## src/rtl/usr_shift_sequencer.sv

```systemverilog
// Command sequencer for an N-bit universal shift register.
// Ports: clk, reset_n; cmd_valid/cmd_ready + cmd_op/amt/data/fill; abort;
// q (register feedback); sel, msb_in, lsb_in, load_data; busy, done, aborted.
module usr_shift_sequencer #(
    parameter int N  = 8,
    parameter int CW = $clog2(N + 1)
) (
    input  logic          clk,
    input  logic          reset_n,
    input  logic          cmd_valid,
    output logic          cmd_ready,
    input  logic [1:0]    cmd_op,
    input  logic [CW-1:0] cmd_amt,
    input  logic [N-1:0]  cmd_data,
    input  logic          cmd_fill,
    input  logic          abort,
    input  logic [N-1:0]  q,
    output logic [1:0]    sel,
    output logic          msb_in,
    output logic          lsb_in,
    output logic [N-1:0]  load_data,
    output logic          busy,
    output logic          done,
    output logic          aborted
);

    typedef enum logic [1:0] {
        IDLE,
        LOAD,
        SHIFT,
        DONE
    } state_t;

    localparam logic [1:0] OP_LOAD = 2'b00;
    localparam logic [1:0] OP_SHR  = 2'b01;
    localparam logic [1:0] OP_SHL  = 2'b10;
    localparam logic [1:0] OP_ROL  = 2'b11;

    localparam logic [1:0] SEL_HOLD = 2'b00;
    localparam logic [1:0] SEL_SHR  = 2'b01;
    localparam logic [1:0] SEL_SHL  = 2'b10;
    localparam logic [1:0] SEL_LOAD = 2'b11;

    state_t        state_q, state_d;
    logic [1:0]    op_q, op_d;
    logic [N-1:0]  data_q, data_d;
    logic          fill_q, fill_d;
    logic [CW-1:0] cnt_q, cnt_d;
    logic          aborted_q, aborted_d;
    logic [CW-1:0] amt_clamp;

    // Only the MSB of q feeds back (rotate left); the rest is not needed.
    logic unused_q;
    assign unused_q = ^q[N-2:0];

    assign amt_clamp = (cmd_amt > CW'(N)) ? CW'(N) : cmd_amt;

    always_ff @(posedge clk or negedge reset_n) begin
        if (!reset_n) begin
            state_q   <= IDLE;
            op_q      <= OP_LOAD;
            data_q    <= '0;
            fill_q    <= 1'b0;
            cnt_q     <= '0;
            aborted_q <= 1'b0;
        end else begin
            state_q   <= state_d;
            op_q      <= op_d;
            data_q    <= data_d;
            fill_q    <= fill_d;
            cnt_q     <= cnt_d;
            aborted_q <= aborted_d;
        end
    end

    always_comb begin
        state_d   = state_q;
        op_d      = op_q;
        data_d    = data_q;
        fill_d    = fill_q;
        cnt_d     = cnt_q;
        aborted_d = 1'b0;
        sel       = SEL_HOLD;
        msb_in    = 1'b0;
        lsb_in    = 1'b0;
        done      = 1'b0;

        unique case (state_q)
            IDLE: begin
                if (cmd_valid) begin
                    op_d   = cmd_op;
                    data_d = cmd_data;
                    fill_d = cmd_fill;
                    cnt_d  = amt_clamp;
                    if (cmd_op == OP_LOAD) begin
                        state_d = LOAD;
                    end else if (amt_clamp == '0) begin
                        state_d = DONE;
                    end else begin
                        state_d = SHIFT;
                    end
                end
            end
            LOAD: begin
                sel     = SEL_LOAD;
                state_d = DONE;
            end
            SHIFT: begin
                unique case (1'b1)
                    op_q == OP_SHR: begin
                        sel    = SEL_SHR;
                        msb_in = fill_q;
                    end
                    op_q == OP_SHL: begin
                        sel    = SEL_SHL;
                        lsb_in = fill_q;
                    end
                    op_q == OP_ROL: begin
                        sel    = SEL_SHL;
                        lsb_in = q[N-1];
                    end
                    default: ;
                endcase
                if (abort) begin
                    // Hold on the abort edge so completed steps stay put.
                    sel       = SEL_HOLD;
                    cnt_d     = '0;
                    aborted_d = 1'b1;
                    state_d   = IDLE;
                end else begin
                    cnt_d = cnt_q - CW'(1);
                    if (cnt_q == CW'(1)) begin
                        state_d = DONE;
                    end
                end
            end
            DONE: begin
                done    = 1'b1;
                state_d = IDLE;
            end
            default: state_d = IDLE;
        endcase
    end

    assign load_data = data_q;
    assign cmd_ready = (state_q == IDLE);
    assign busy      = (state_q != IDLE);
    assign aborted   = aborted_q;

endmodule

```

## config.mk

```make
export PLATFORM = sky130hd
export DESIGN_NAME = usr_shift_sequencer
export DESIGN_NICKNAME = d
export VERILOG_FILES = /design/src/rtl/usr_shift_sequencer.sv
export SDC_FILE = /design/constraint.sdc
export NUM_CORES = 1
export LEC_CHECK = 0
export CORE_MARGIN = 10
export CORE_UTILIZATION = 44
export DETAILED_ROUTE_END_ITERATION = 8
export PLACE_DENSITY_LB_ADDON = 0.25
export SYNTH_ARGS = -nofsm -noshare
export SYNTH_HDL_FRONTEND = slang
export SYNTH_SLANG_ARGS = --single-unit
```

## constraint.sdc

```tcl
create_clock -name clk -period 2.5 [get_ports clk]
set_clock_uncertainty 0.15 [all_clocks]
set_input_delay 0.25 -clock clk [delete_from_list [all_inputs] [get_ports clk]]
set_output_delay 0.25 -clock clk [all_outputs]
set_load 0.02 [all_outputs]
```

==> summary.md, run 1 <==
| Metric | Value |
|---|---|
| Post-synth top flop | dfrtp_1 |
| Worst path slowest cell | dfrtp_1 |
| Final hold vios | 0 |
| Path category of the worst min-delay check | input pin to asynchronous set/reset pin |
| Clock transition at path regs | 100 ps |
| Unrepaired setup endpoints after global routing | no |
| Data required, critical path | 2100 ps |
| Ys async rst share | 100.0% |
| DR vias/cell | 5.259 |
| # port buffers | 35 |
| Peak supply drop | 0.0007517 V |
| CP endpoint kind | output port |
| Drt total wl | 2215 µm |
| Place WS | 165.8 ps |
| Layout area overhead | 44.59% |
| Outcome | complete, no violations |
| Worst path top cell family by delay | buffers and inverters |
| Drt initial violations | 30 |
| Remaining antenna violation count | 0 |
| WP buf/inv | 2 |
| Max Slew Vio Count | 0 |
| Total area of sequential cells | 450.4 µm² |
| Vias | 773 |
| Pwr per Cell Area | 1225 nW/µm² |
| # DRC | 0 |
| Synth Instances | 82 |
| CP cell instances | inv_1 -> ha_1 -> nor2b_2 -> a21oi_1 -> nor2b_1 -> dlygate4sd2_1 |
| Hold slack | 270.5 ps |
| Final nets | 154 |
| Clock sink total | 18 |
| Wire per inst | 15.07 µm |
| Synth Register Bits | 18 |
| Synth area leader | dfrtp_1 |
| Hold Buf Count CTS | 0 |
| Worst-Margin Slew | 811.9 ps |
| Setup violators final | 0 |
| Top post-synthesis cells by area | dfrtp_1, mux2_1, ha_1 |
| Initial antenna violation count | 0 |
| Library cells used by synthesis | 28 |
| Global-route wire length before repair | 3663 µm |
| Max clock buf depth | 2 |
| CTS root buf | clkbuf_4 |
| Skew-Pair Late Insertion Delay | 290 ps |
| HPWL after detailed placement | 1800 µm |
| Syn Nets | 115 |
| Largest net degree at the start of global routing | 19 |
| FMAX | 436.3 MHz |
| Post-route minimum period | 2292 ps |
| Die width | 66.43 µm |
| Starting Density | 47.38% |
| Share of layout cells above drive strength 1 | 7.500% |
| Global-route total usage across every layer | 10.53% |
| Fillers | 162 |
| Die outline height | 66.43 µm |
| CTS H-tree lvls | 1 |
| CTS tree | built |
| Synthesized area per cell | 11.57 µm² |
| Core area | 2002 µm² |
| Antenna cell count | 0 |
| Post-synth EDFFs | 0 |
| Final Wtd Congestion | 0.8208 |
| Max Cap Viol | 0 |
| Post-synth top cells | dfrtp_1, mux2_1, inv_1 |
| Critical path type | register to output port |
| Leak pwr | 0.6280 nW |
| Setup Buffers After CTS | 0 |
| CTS buffer count | 3 |
| Die footprint | 4412 µm² |
| Final worst slack | 207.9 ps |
| Synth Cell Area | 948.4 µm² |
| Area of the multi-input gates | 460.4 µm² |
| Vias in the first global route | 816 |
| Worst path max stage delay | 420 ps |
| Top Ports | 43 |
| Post-synthesis sequential area ratio | 47.49% |
| Fin crit share | 91.68% |
| Crit path DAT | 1890 ps |
| 1st-pass router iterations | 4 |
| Row cnt | 16 |
| Worst-path fanout max | 4 |
| Max-Slew Margin vs Limit | 45.70% |
| Total gr overflow | 0 |
| Critical path launch point type | register |
| Post-Route Setup TNS | 0 ps |
| Share of the synthesized area in the top cell type | 47.49% |
| Synth warn | 0 |
| Top-count cell post-synth | dfrtp_1 |
[metal layers]
layer | vias up | share of wire [%] | GRT usage [%]
met5 | - | 0 | 0
met4 | 0 | 0.45 | 3.927
met3 | 2 | 13 | 6.102
met2 | 27 | 47 | 16.99
met1 | 376 | 39 | 11.09
li1 | 368 | - | -
[report_power, final]
part	switching [mW]	leakage, nW	internal, mW
logic	0.490	0.390	0.486
registers	0.0926	0.217	0.434
clock network	0.0891	0.0210	0.0886
total	0.672	0.628	1.01
[repair_timing]
item                       CTS  global route
hold endpoints to repair     0             0
setup endpoints to repair    2             2
cloned                       0             0
resized for setup            3             2
[worst paths after layout]
kind / startpoint / to / slack, ps / cells past startpoint
max in group asynchronous: reset_n / op_q[0] / 1430 / 1
min: reset_n / cnt_q[2] / 270 / 1
max reg2reg: state_q[0] / load_data[7] / 570 / 4
max: state_q[0] / sel[1] / 210 / 6
min in group clk: load_data[5] / load_data[5] / 350 / 1
min reg2reg: load_data[5] / load_data[5] / 350 / 1
[area by class of cell]
class                           count  share of cell area (%)
Multi-Input combinational cell     54                   33.58
Sequential cell                    18                   32.85
Timing Repair Buffer               36                   26.28
Clock buffer                        4                   2.646
Tap cell                           27                   2.463
Inverter                            8                   2.190
[cells in the final DEF (no fill, tap or decap), types with 2 or more instances in the layout]
cell / n
clkdlybuf4s50_1: 31
inv_1: 8
o22ai_1: 2
clkbuf_4: 3
mux2_1: 11
nor3b_1: 2
dlygate4sd2_1: 2
dlymetal6s2s_1: 2
nand2_1: 3
mux2i_1: 3
ha_1: 6
a21oi_1: 3
nor2_1: 4
o21ai_0: 2
dfrtp_1: 18
o2bb2ai_1: 2
[sequential cells by signal, indices dropped and copies added, names as in the netlist]
register and count:
aborted 1, cnt_q 4, fill_q 1, load_data 8, op_q 2, state_q 2
[cell families (layout without fill, tap and decap cells)]
group | count (synthesis) | count (layout) | synth area share (%)
fa+ha+maj | 6 | 6 | 7.915
flops | 18 | 18 | 47.49
buf+inv | 10 | 48 | 4.222
compound gates | 16 | 16 | 11.87
mux | 16 | 16 | 18.87
simple gates | 16 | 16 | 9.631
[through the flow]
| step | power (mW) | instances | instance area, µm² | util [%] |
|---|---|---|---|---|
| 2_1_floorplan | 1.137 | 82 | 948.4 | - |
| 3_3_place_gp | 1.505 | 143 | 1330 | 66.44 |
| 3_5_place_dp | 1.532 | 143 | 1330 | 66.44 |
| 4_1_cts | 1.704 | 147 | 1366 | 68.25 |
| 5_1_grt | 1.805 | 147 | 1371 | 68.50 |
| 6_report | 1.680 | 147 | 1371 | 68.50 |
(Power assumes the default switching activity.)
==> run 2, diff against run 1 <==
ABC_AREA = 1   (was default)
CORE_UTILIZATION = 41   (was 44)
clock period = 2.3 ns   (was 2.5 ns; I/O delays follow)
==> summary.md, run 2 <==
| Metric | Value |
|---|---|
| Setup violators final | 0 (unchanged) |
| Setup Buffers After CTS | 0 (unchanged) |
| Drt initial violations | 36 (+20%) |
| CTS root buf | clkbuf_4 |
| Clock power share | 10.6% (about the same) |
| Synth Cell Area | 965.9 µm² (+1.8%) |
| Final nets | 183 (+19%) |
| Final Cell Area | 1384 µm² (+0.91%) |
| Synthesized area per cell | 8.862 µm² (-23%) |
| Commonest non-fill, non-tap cells in the layout | clkdlybuf4s50_1, nand2_1, dfrtp_1 |
| Largest net degree at the start of global routing | 19 (unchanged) |
| Layout area overhead | 43.26% |
| CTS tree | built |
| Ys async rst share | 100.0% (unchanged) |
| Leak pwr | 0.6868 nW (+9.4%) |
| Worst path slowest cell | dfrtp_1 |
| Starting Density | 43.25% (-4.1 points) |
| Met3 wire len | 286 µm (-1.4%) |
| Routed met1 length | 887 µm (+2.5%) |
| Die footprint | 4697 µm² (+6.5%) |
| Synth Instances | 109 (+33%) |
| Remaining antenna violation count | 0 (unchanged) |
| Worst path max stage delay | 440 ps (+20 ps) |
| Drt total wl | 2455 µm (+11%) |
| Final core occ | 61.96% (-6.5 points) |
| Top Ports | 43 (unchanged) |
| Post-synthesis sequential area ratio | 46.63% (-0.86 points) |
| Clock transition at path regs | 100 ps (about the same) |
| Outcome | complete, no violations |
| Fin crit share | 90.44% |
| Worst path top cell family by delay | buffers and inverters |
| Crit path depth | 5 (-1) |
| Top-count cell post-synth | nand2_1 |
| Max Used Layer | met4 |
| Wire per inst | 13.87 µm (-8.0%) |
| FMAX | 480.7 MHz |
| 1st-pass router iterations | 6 (+2) |
| Initial antenna violation count | 0 (unchanged) |
| Peak supply drop | 0.0008613 V (+15%) |
| Most common cell after layout, fill and taps aside | clkdlybuf4s50_1 |
| Share of layout cells above drive strength 1 | 12.75% (+5.3 points) |
| Worst-path fanout max | 6 (+2) |
| Post-Route Setup TNS | 0 ps (unchanged) |
| CP cell instances | inv_1 -> ha_2 -> inv_1 -> nor3_1 -> dlygate4sd2_1 |
| Post-synth EDFFs | 0 (unchanged) |
| Data required, critical path | 1920 ps (-180 ps) |
| Switching share of power | 42.54% (+2.6 points) |
| # port buffers | 35 (unchanged) |
| Critical path type | register to output port |
| Clock sink total | 18 (unchanged) |
| Library cells used by synthesis | 17 (-39%) |
| Share of the synthesized area in the top cell type | 46.63% (-0.86 points) |
| WP buf/inv | 3 (+1) |
| Total gr overflow | 0 (unchanged) |
| Final hold vios | 0 (unchanged) |
| Core area | 2233 µm² (+12%) |
| CTS H-tree lvls | 1 (unchanged) |
| Skew-Pair Late Insertion Delay | 290 ps (about the same) |
| Most Frequent Cell on Critical Path | inv_1 |
| Die outline height | 68.54 µm (+3.2%) |
| CP endpoint kind | output port |
| Max clock buf depth | 2 (unchanged) |
| Seq pwr share | 31.2% (about the same) |
| Vias in the first global route | 924 (+13%) |
| Max reg flops | 8 (unchanged) |
| Placed cell areas | 1355 µm² (+1.9%) |
| Critical path launch point type | register |
| Die width | 68.54 µm (+3.2%) |
| Hold Buf Count CTS | 0 (unchanged) |
| Row cnt | 17 (+1) |
| Top post-synthesis cells by area | dfrtp_1, nand2_1, ha_1 |
| Antenna cell count | 0 (unchanged) |
| Post-synth top flop | dfrtp_1 |
| Met2 wire len | 1250 µm (+19%) |
| Net switching power | 0.7663 mW (+14%) |
| CTS buffer count | 3 (unchanged) |
| Post-CTS sizing | 5 (+2) |
| Post-route minimum period | 2080 ps |
| Final Wtd Congestion | 0.8407 (+2.4%) |
| Syn Nets | 142 (+23%) |
| Global-route total usage across every layer | 11.30% (+0.77 points) |
| Max Slew Vio Count | 0 (unchanged) |
| Max Cap Viol | 0 (unchanged) |
| HPWL after detailed placement | 1962 µm (+9.0%) |
| Post-synth top cells | nand2_1, dfrtp_1, inv_1 |
| FF-to-FF path depth | 6 (+2) |
| Hold slack | 98.55 ps (-171.9 ps) |
| Pwr per Cell Area | 1302 nW/µm² (+6.2%) |
| Placed cells | 173 (+21%) |
| Synth warn | 0 (unchanged) |
| Vias | 866 (+12%) |
| # DRC | 0 (unchanged) |
| Synth Register Bits | 18 (unchanged) |
| Global-route wire length before repair | 4029 µm (+10%) |
| Worst-Margin Slew | 386.6 ps (-425.3 ps) |
| Unrepaired setup endpoints after global routing | no |
| Path category of the worst min-delay check | input pin to asynchronous set/reset pin |
| Synth area leader | dfrtp_1 |
| Max-Slew Margin vs Limit | 74.13% (+28 points) |
| Final Non-Filler Cells | 177 (+20%) |
| Crit path DAT | 1700 ps (-190 ps) |
| DR vias/cell | 4.893 (-7.0%) |
| Internal power | 1.035 mW (+2.6%) |
| Combinational share of power | 58.2% (about the same) |
-- run 2: cell count changes in the layout (fill, tap and decap cells not counted), moves of 3 or more --
cell and delta:
mux2_2 +4, mux2i_1 -3, mux2_4 +3, inv_1 +9
o21ai_0 +4, a21oi_1 +5, mux2_1 -11, nor2_1 +8
nand2_1 +18, nand3_1 +5
-- run 2: stage by stage --
step	worst slack [ps]	total power [mW]
floorplan	620.8	1.214
global placement	155.0	1.607
global route	66.77	1.959
detailed placement	92.60	1.646
CTS	53.36	1.831
finish	219.8	1.801
-- run 2: worst paths after layout --
kind | to | from | slack [ps]
worst min register to register | load_data[0] | load_data[0] | 360
worst max register to register | cnt_q[1] | state_q[0] | 530
worst min-delay path | load_data[1] | reset_n | 100
min in group clk | load_data[0] | load_data[0] | 360
max in group asynchronous | load_data[7] | reset_n | 1700
worst max-delay path | msb_in | state_q[0] | 220
-- run 2: power by group through the flow --
stage	registers (mW)	clock network [mW]	logic (mW)
final	0.562	0.191	1.05
after global routing	0.580	0.212	1.17
after CTS	0.562	0.199	1.07
after detailed placement	0.569	0	1.08
after global placement	0.557	0	1.05
after floorplan	0.648	0	0.567
-- run 2: cell families after synthesis --
group	share of synthesized area (%)
simple gates	17.88
buf+inv	7.772
flops	46.63
compound gates	9.457
mux	10.49
fa+ha+maj	7.772
-- run 2: layer usage --
layer  GRT usage, %  vias to the layer above
met5              0                        -
met4          4.523                        0
met3          6.119                        5
met2          20.05                       34
met1          10.65                      402
li1               -                      425
-- run 2: final cells by class --
| class | instances | area (µm²) |
|---|---|---|
| clock buffers | 4 | 36.28 |
| fillers | 203 | 849.6 |
| inverters | 17 | 63.81 |
| multi-input cells | 73 | 442.9 |
| flip-flops and latches | 18 | 450.4 |
| well taps | 28 | 35.03 |
| repair buffers | 37 | 355.3 |
==> run 3, diff against run 2 <==
CORE_ASPECT_RATIO = 0.75   (was default)
==> summary.md, run 3 (same netlist as run 2, synthesis figures left out) <==
| Metric | Value |
|---|---|
| Final Wtd Congestion | 0.7771 (-7.6%) |
| # port buffers | 35 (unchanged) |
| Seq pwr share | 31.1% (about the same) |
| Crit path DAT | 1800 ps (+100 ps) |
| Final hold vios | 0 (unchanged) |
| Area of the multi-input gates | 442.9 µm² (unchanged) |
| Post-Route Setup TNS | 0 ps (unchanged) |
| Clock sink total | 18 (unchanged) |
| Skew-Pair Late Insertion Delay | 300 ps (about the same) |
| Layout area overhead | 44.69% |
| Antenna cell count | 0 (unchanged) |
| CP cell instances | inv_1 -> ha_1 -> inv_1 -> clkdlybuf4s50_1 |
| Remaining antenna violation count | 0 (unchanged) |
| Clock power share | 11.1% (+0.5 points) |
| Final core occ | 61.54% (-0.42 points) |
| Row cnt | 15 (-2) |
| Worst path max stage delay | 630 ps (+190 ps) |
| Initial antenna violation count | 0 (unchanged) |
| Total area of sequential cells | 450.4 µm² (unchanged) |
| Vias in the first global route | 864 (-6.5%) |
| Fin crit share | 94.87% (+4.4 points) |
| CTS buffer count | 3 (unchanged) |
| Pwr per Cell Area | 1290 nW/µm² (-0.90%) |
| Max Slew Vio Count | 0 (unchanged) |
| CTS root buf | clkbuf_4 |
| Switching share of power | 42.25% (-0.29 points) |
| Clock transition at path regs | 110 ps (about the same) |
| Path category of the worst min-delay check | input pin to asynchronous set/reset pin |
| Most Frequent Cell on Critical Path | inv_1 |
| Starting Density | 42.53% (-0.71 points) |
| DR vias/cell | 4.574 (-6.5%) |
| Max-Slew Margin vs Limit | 75.27% (+1.1 points) |
| Outcome | complete, no violations |
| Vias | 837 (-3.3%) |
| Core area | 2271 µm² (+1.7%) |
| Fillers | 197 (-3.0%) |
| CTS H-tree lvls | 1 (unchanged) |
| Final nets | 183 (unchanged) |
| Global-route wire length before repair | 3988 µm (-1.0%) |
| Max Cap Viol | 0 (unchanged) |
| Wire per inst | 13.11 µm (-5.5%) |
| Max clock buf depth | 2 (unchanged) |
| Most common cell after layout, fill and taps aside | clkdlybuf4s50_1 |
| Hold Buf Count CTS | 0 (unchanged) |
| 1st-pass router iterations | 6 (unchanged) |
| Critical path type | register to output port |
| Data required, critical path | 1920 ps (about the same) |
| Worst-path fanout max | 6 (unchanged) |
| FMAX | 458.3 MHz (-4.7%) |
| Die footprint | 4717 µm² (+0.43%) |
| HPWL after detailed placement | 1958 µm (-0.22%) |
| Worst path slowest cell | clkdlybuf4s50_1 |
| Max reg flops | 8 (unchanged) |
| Worst-Margin Slew | 369.6 ps (-17.03 ps) |
| Global-route total usage across every layer | 10.63% (-0.67 points) |
| Share of layout cells above drive strength 1 | 11.41% (-1.3 points) |
| Combinational share of power | 57.9% (-0.3 points) |
| Top Ports | 43 (unchanged) |
| Setup Buffers After CTS | 0 (unchanged) |
| Commonest non-fill, non-tap cells in the layout | clkdlybuf4s50_1, nand2_1, dfrtp_1 |
| Net switching power | 0.7616 mW (-0.61%) |
| Drt total wl | 2399 µm (-2.3%) |
| Unrepaired setup endpoints after global routing | no |
| # DRC | 0 (unchanged) |
| Drt initial violations | 67 (+86%) |
| CTS tree | built |
| Largest net degree at the start of global routing | 19 (unchanged) |
| Die outline height | 62.04 µm (-9.5%) |
| Leak pwr | 0.6828 nW (-0.58%) |
| Post-route minimum period | 2182 ps (+101.9 ps) |
| Die width | 76.05 µm (+11%) |
| Internal power | 1.041 mW (+0.60%) |
| Critical path launch point type | register |
| Setup slack, reg-to-reg | 540 ps (about the same) |
| Setup violators final | 0 (unchanged) |
| CP endpoint kind | output port |
| Total gr overflow | 0 (unchanged) |
| Peak supply drop | 0.0005440 V (-37%) |
==> run 3: repair_timing <==
action | 4_1_cts | 5_1_grt
cloned | 0 | 0
resized for setup | 4 | 2
setup endpoints to repair | 4 | 2
==> run 3: cell type report <==
cell class,instances,share of cell area (%)
clock buffer,4,2.596
tap,34,3.044
multi-input combinational,73,31.69
timing repair buffer,37,25.87
sequential,18,32.23
inverter,17,4.566
==> run 3: power by group through the flow <==
| stage | combinational (mW) | clock [mW] | sequential (mW) |
|---|---|---|---|
| floorplan | 0.567 | 0 | 0.648 |
| global placement | 1.04 | 0 | 0.556 |
| detailed placement | 1.07 | 0 | 0.568 |
| CTS | 1.06 | 0.203 | 0.561 |
| global route | 1.17 | 0.219 | 0.586 |
| finish | 1.04 | 0.199 | 0.560 |
==> run 3: layer usage <==
layer  up-vias  global-route usage (%)  share of wire [%]
met1       389                   11.15                 40
li1        429                       -                  -
met2        19                   18.72                 52
met3         0                   5.891                7.4
met4         0                   2.419                  0
met5         -                       0                  0
==> run 3: path summary, 6_finish.rpt <==
check | depth (start not counted) | to | start
setup / recovery | 4 | busy | state_q[0]
hold / removal | 2 | state_q[1] | reset_n
setup reg to reg | 6 | cnt_q[1] | state_q[0]
hold reg to reg | 1 | load_data[1] | load_data[1]
max in group asynchronous | 2 | aborted | reset_n
min in group clk | 3 | fill_q | cmd_fill
==> run 3: critical path: cells and delay by family, from the launching register on <==
| family | cells | cell delay [ps] |
|---|---|---|
| buffers and inverters | 3 | 860 |
| flip-flops | 1 | 410 |
| adder cells (fa/ha/maj) | 1 | 230 |
==> run 3: per-stage QoR <==
stage | hold slack [ps] | instance area [µm²] | setup slack [ps] | instances | total power, mW
after floorplan | -215.6 | 965.9 | 620.8 | 109 | 1.214
after global placement | 337.5 | 1363 | 181.8 | 179 | 1.596
after detailed placement | 345.5 | 1363 | 155.3 | 179 | 1.635
after CTS | 103.7 | 1394 | 80.90 | 183 | 1.820
after global routing | 116.1 | 1398 | 6.702 | 183 | 1.974
final | 92.51 | 1398 | 117.9 | 183 | 1.803
==> RTL edit 1, RTL diff (settings of run 2) <==
The parameter `N` goes from 8 to 4.
--- a/src/rtl/usr_shift_sequencer.sv
+++ b/src/rtl/usr_shift_sequencer.sv
@@ -3,5 +3,5 @@
 // q (register feedback); sel, msb_in, lsb_in, load_data; busy, done, aborted.
 module usr_shift_sequencer #(
-    parameter int N  = 8,
+    parameter int N  = 4,
     parameter int CW = $clog2(N + 1)
 ) (
Ports: changed (resized cmd_amt, cmd_data, load_data and q); port bits go from 43 to 30. The function was not compared with the original's and may differ.
==> RTL edit 1 against run 2 <==
  * Total power decreased by 26%
  * Final cell count decreased by 10%
  * Die area decreased by 15%
  * Area after synthesis decreased by 21%
  * Cell area decreased by 22%
  * Via count decreased by 17%
  * Setup slack got worse by 0.11 ns
  * Sequential cell count decreased by 5
  * Routed wire length decreased by 22%
  * Sequential share of layout area decreased by 2.6 points
  * Clock power decreased by 25%
==> RTL edit 1: results (changes against run 2) <==
stage,metric,value,unit,change
synthesis,synth_cell_types,14,,-3
pwr,combinationalPowerShare,0.591,,+0.009
setup_path,rrSetupSlack,0.73,ns,+0.20 ns
sta,holdWs,0.174,ns,+0.0758 ns
sta,max_freq,457,MHz,-4.8%
setup_path,rr_endpoint,cnt_q[2]$_DFFE_PN0P_,,
routing,drtIter0Drc,23,,-36%
pwr,ir_drop,0.000712,V,-17%
setup_path,crit_path_top_delay_cell,clkdlybuf4s50_1,,
global_route,grt_pass1_vias,744,,-19%
final_layout,multi_input_area,379,um2,-14%
synthesis,synth-compound-area-share,0.0773,,-0.0173
placement,io_buffer_count,26,,-26%
pwr,cellPowerDensity,1230,mW/mm2,-5.3%
setup_path,worstPathMaxFanout,5,,-1
final_layout,fillers,164,,-19%
synthesis,netlist_top_cells_count,"nand2_1 (39), dfrtp_1 (13), inv_1 (13)",,
synthesis,seq_area_frac_synth,0.428,,-0.0387
setup_path,arrival,1.81,ns,+0.11 ns
placement,place.gp.congestion,0.833,,-0.89%
routing,totalWireLength,1900,um,-22%
setup_path,worstReg2RegStart,state_q[1]$_DFFE_PN0P_,,
global_route,grt_usage,0.0993,,-0.0137
final_layout,clock_cell_area_share,0.0253,,-0.000875
cts,clk_latency,0.27,ns,-0.02 ns
final_layout,largest_reg_flops,4,,-4
setup_path,cpPeakStageDelay,0.62,ns,+0.18 ns
pwr,cellLeakagePower,0.590,nW,-14%
pwr,p_clk_frac,0.108,,+0.002
final_layout,seq_cells,13,,-5
final_layout,regArea,325,um2,-28%
global_route,grt_max_degree,14,,-5
final_layout,nNonClkBuffers,27,,-27%
run_status,status,finished clean,,
synthesis,synth_mux_area_frac,0,,-0.105
pwr,internal-power,0.000721,W,-30%
placement,dp_hpwl,1560,um,-20%
sta,worstMarginPinSlew,0.595,ns,+0.208 ns
die,die_x,63.1,um,-8.0%
routing,vias,723,,-17%
placement,pre_cts_slack,0.133,ns,+0.0400 ns
final_layout,syn_to_final_growth,42.8,%,
final_layout,n_all_inverters,15,,-2
synthesis,synth_fp_nets,127,,-11%
final_layout,num-multi-input-gates,75,,+2.7%
synthesis,synth-adder-area-share,0.0987,,+0.0210
[RTL edit 1: routing by layer]
layer,share of wire,track usage,up-vias
met2,0.51,0.176,16
met5,0,0,-
met3,0.059,0.0318,2
met1,0.43,0.111,324
li1,-,-,381
met4,0.0021,0.0251,0
[RTL edit 1: worst max-delay path by stage]
| stage | endpoint | start | cells past startpoint |
|---|---|---|---|
| final | busy | state_q[1]$_DFFE_PN0P_ | 4 |
| after CTS | msb_in | state_q[0]$_DFFE_PN0P_ | 6 |
| after floorplan | sel[0] | state_q[0]$_DFFE_PN0P_ | 6 |
| after global routing | sel[1] | state_q[0]$_DFFE_PN0P_ | 7 |
| after global placement | sel[0] | abort | 5 |
| after detailed placement | sel[0] | state_q[0]$_DFFE_PN0P_ | 7 |
[RTL edit 1: logic make-up after synthesis]
| kind of cell | Yosys count |
|---|---|
| adders and majority gates | 6 |
| AOI/OAI and AO/OA | 11 |
| DFF | 13 |
| buffers and inverters | 15 |
| and+or+nand+nor | 58 |
==> RTL edit 2, RTL diff (settings of run 2) <==
Without the edit above. Encoding of `state_t`: now one-hot (4 bits for 4 states).
--- a/src/rtl/usr_shift_sequencer.sv
+++ b/src/rtl/usr_shift_sequencer.sv
@@ -25,9 +25,9 @@
 );
 
-    typedef enum logic [1:0] {
-        IDLE,
-        LOAD,
-        SHIFT,
-        DONE
+    typedef enum logic [3:0] {
+        IDLE  = 4'b0001,
+        LOAD  = 4'b0010,
+        SHIFT = 4'b0100,
+        DONE  = 4'b1000
     } state_t;
 
Formal check against the unedited RTL: no difference found for any inputs over 10 cycles, from zero or initial values and one cycle with reset_n low; not proved beyond that.
==> RTL edit 2 against run 2 <==
  * Die area rose by 6.7%
  * Utilization fell by 2.9 points
  * Routed wire length rose by 7.0%
  * Clock power fell by 12%
  * Via count rose by 12%
  * Sequential power rose by 5.7%
  * Sequential cell count rose by 2
  * Total power fell by 6.2%
  * Setup slack got worse by 0.13 ns
  * Final cell count rose by 15%
  * Cell area rose by 5.8%
  * Area after synthesis rose by 9.6%
==> RTL edit 2: results (changes against run 2) <==
stage,metric,value,unit,change
global_route,grt_pass1_vias,1007,,+9.0%
pwr,cellLeakagePower,0.765,nW,+11%
setup_path,rrSetupSlack,0.79,ns,+0.26 ns
flow_run,maxCapViolCount,0,,unchanged
placement,pre_cts_slack,0.249,ns,+0.157 ns
synthesis,synth_cell_types,22,,+5
setup_path,endpoint,cmd_ready,,
run_status,status,finished clean,,
synthesis,synthXorXnorAreaFrac,0.00827,,+0.00827
placement,place_area,0.00144,mm2,+5.9%
final_layout,layout.nets,204,,+11%
placement,io_buffer_count,35,,unchanged
final_layout,layout-drive-gt1-share,0.103,,-0.0241
setup_path,worst-r2r-cell-count,7,,+1
synthesis,seq_area_frac_synth,0.474,,+0.00767
synthesis,synth_area_leaders,"dfrtp_1 (45%), nand2_1 (17%), inv_1 (5.3%), nand3_1 (4.7%), nor2_1 (3.5%)",,
cts,clk_pin_slew,0.11,ns,
setup_path,arrival,1.83,ns,+0.13 ns
cts,root_buffer,clkbuf_4,,
synthesis,synth_mux_area_frac,0,,-0.105
global_route,grt_pass1_wl,4410,um,+9.4%
synthesis,synth_fp_nets,165,,+16%
synthesis,synth-compound-area-share,0.0520,,-0.0426
routing,wl_per_cell,12.9,um,-7.1%
cts,cts_max_level,1,,unchanged
placement,dp_hpwl,2130,um,+8.4%
routing,drtIter0Drc,54,,+50%
synthesis,netlist_top_cells_count,"nand2_1 (47), dfrtp_1 (19), inv_1 (15)",,
setup_path,worstPathMaxFanout,5,,-1
routing,avgViaCountPerCell,4.77,,-2.4%
routing,drt-pass1-iter-count,4,,-2
synthesis,synth-adder-area-share,0.0236,,-0.0541
synthesis,yosysWarningCount,0,,unchanged
global_route,grt_usage,0.104,,-0.00866
sta,max_slew_margin,0.837,,+0.0953
setup_path,worstSetupStartpoint,state_q[0]$_DFFE_PN1P_,,
pwr,ir_drop,0.000759,V,-12%
sta,max_freq,453,MHz,-5.7%
setup_path,rr_endpoint,cnt_q[2]$_DFFE_PN0P_,,
cts,post-cts-setup-buffers,0,,unchanged
global_route,grt_max_degree,21,,+2
placement,place.gp.congestion,0.820,,-2.5%
## RTL edit 2: area by class of cell
| class | instances | area, um2 |
|---|---|---|
| Clock buffer | 4 | 26.3 |
| Fill cell | 233 | 1010 |
| Inverter | 18 | 70.1 |
| Multi-Input combinational cell | 96 | 468 |
| Sequential cell | 20 | 502 |
| Tap cell | 30 | 37.5 |
| Timing Repair Buffer | 36 | 360 |
## RTL edit 2: repair_timing
item	in CTS	in global routing
hold buffers	0	0
gates resized for setup	2	2
setup endpoints to repair	2	2
## RTL edit 2: kinds of logic after synthesis
group | count (synthesis)
compound gates | 11
xor+xnor | 1
fa+ha+maj | 2
buf+inv | 20
flops | 20
simple gates | 82
## RTL edit 2: metal layers
layer	global-route usage	vias up	share of wire
met4	0.0430	0	0.0072
met2	0.187	24	0.53
met5	0	-	0
li1	-	498	-
met1	0.105	450	0.40
met3	0.0404	2	0.070
## RTL edit 2: worst min-delay path by stage
| stage | startpoint | to | slack, ns |
|---|---|---|---|
| after global placement | load_data[1]$_DFFE_PN0P_ | load_data[1]$_DFFE_PN0P_ | 0.31 |
| after floorplan | reset_n | aborted$_DFF_PN0_ | -0.22 |
| after CTS | reset_n | load_data[7]$_DFFE_PN0P_ | 0.11 |
| final | reset_n | load_data[7]$_DFFE_PN0P_ | 0.10 |
| after global routing | reset_n | load_data[1]$_DFFE_PN0P_ | 0.12 |
| after detailed placement | load_data[2]$_DFFE_PN0P_ | load_data[2]$_DFFE_PN0P_ | 0.32 |
## RTL edit 2: power by group
| part | internal (W) | total [W] | switching [W] |
|---|---|---|---|
| logic | 0.000376 | 0.000926 | 0.000550 |
| clock network | 0.0000674 | 0.000169 | 0.000101 |
| registers | 0.000502 | 0.000594 | 0.0000927 |
| total | 0.000945 | 0.00169 | 0.000744 |
## RTL edit 2: worst max-delay path, stage by stage (launching register included)
cell	delay (ns)
dfstp_2	0.54
inv_1	0.08
nor2_4	0.12
nand2_2	0.10
inv_1	0.10
clkdlybuf4s50_1	0.61
## RTL edit 2: stage by stage
stage               instances   util
floorplan                 136      -
global placement          200  0.579
detailed placement        200  0.579
CTS                       204  0.589
global route              204  0.591
finish                    204  0.591
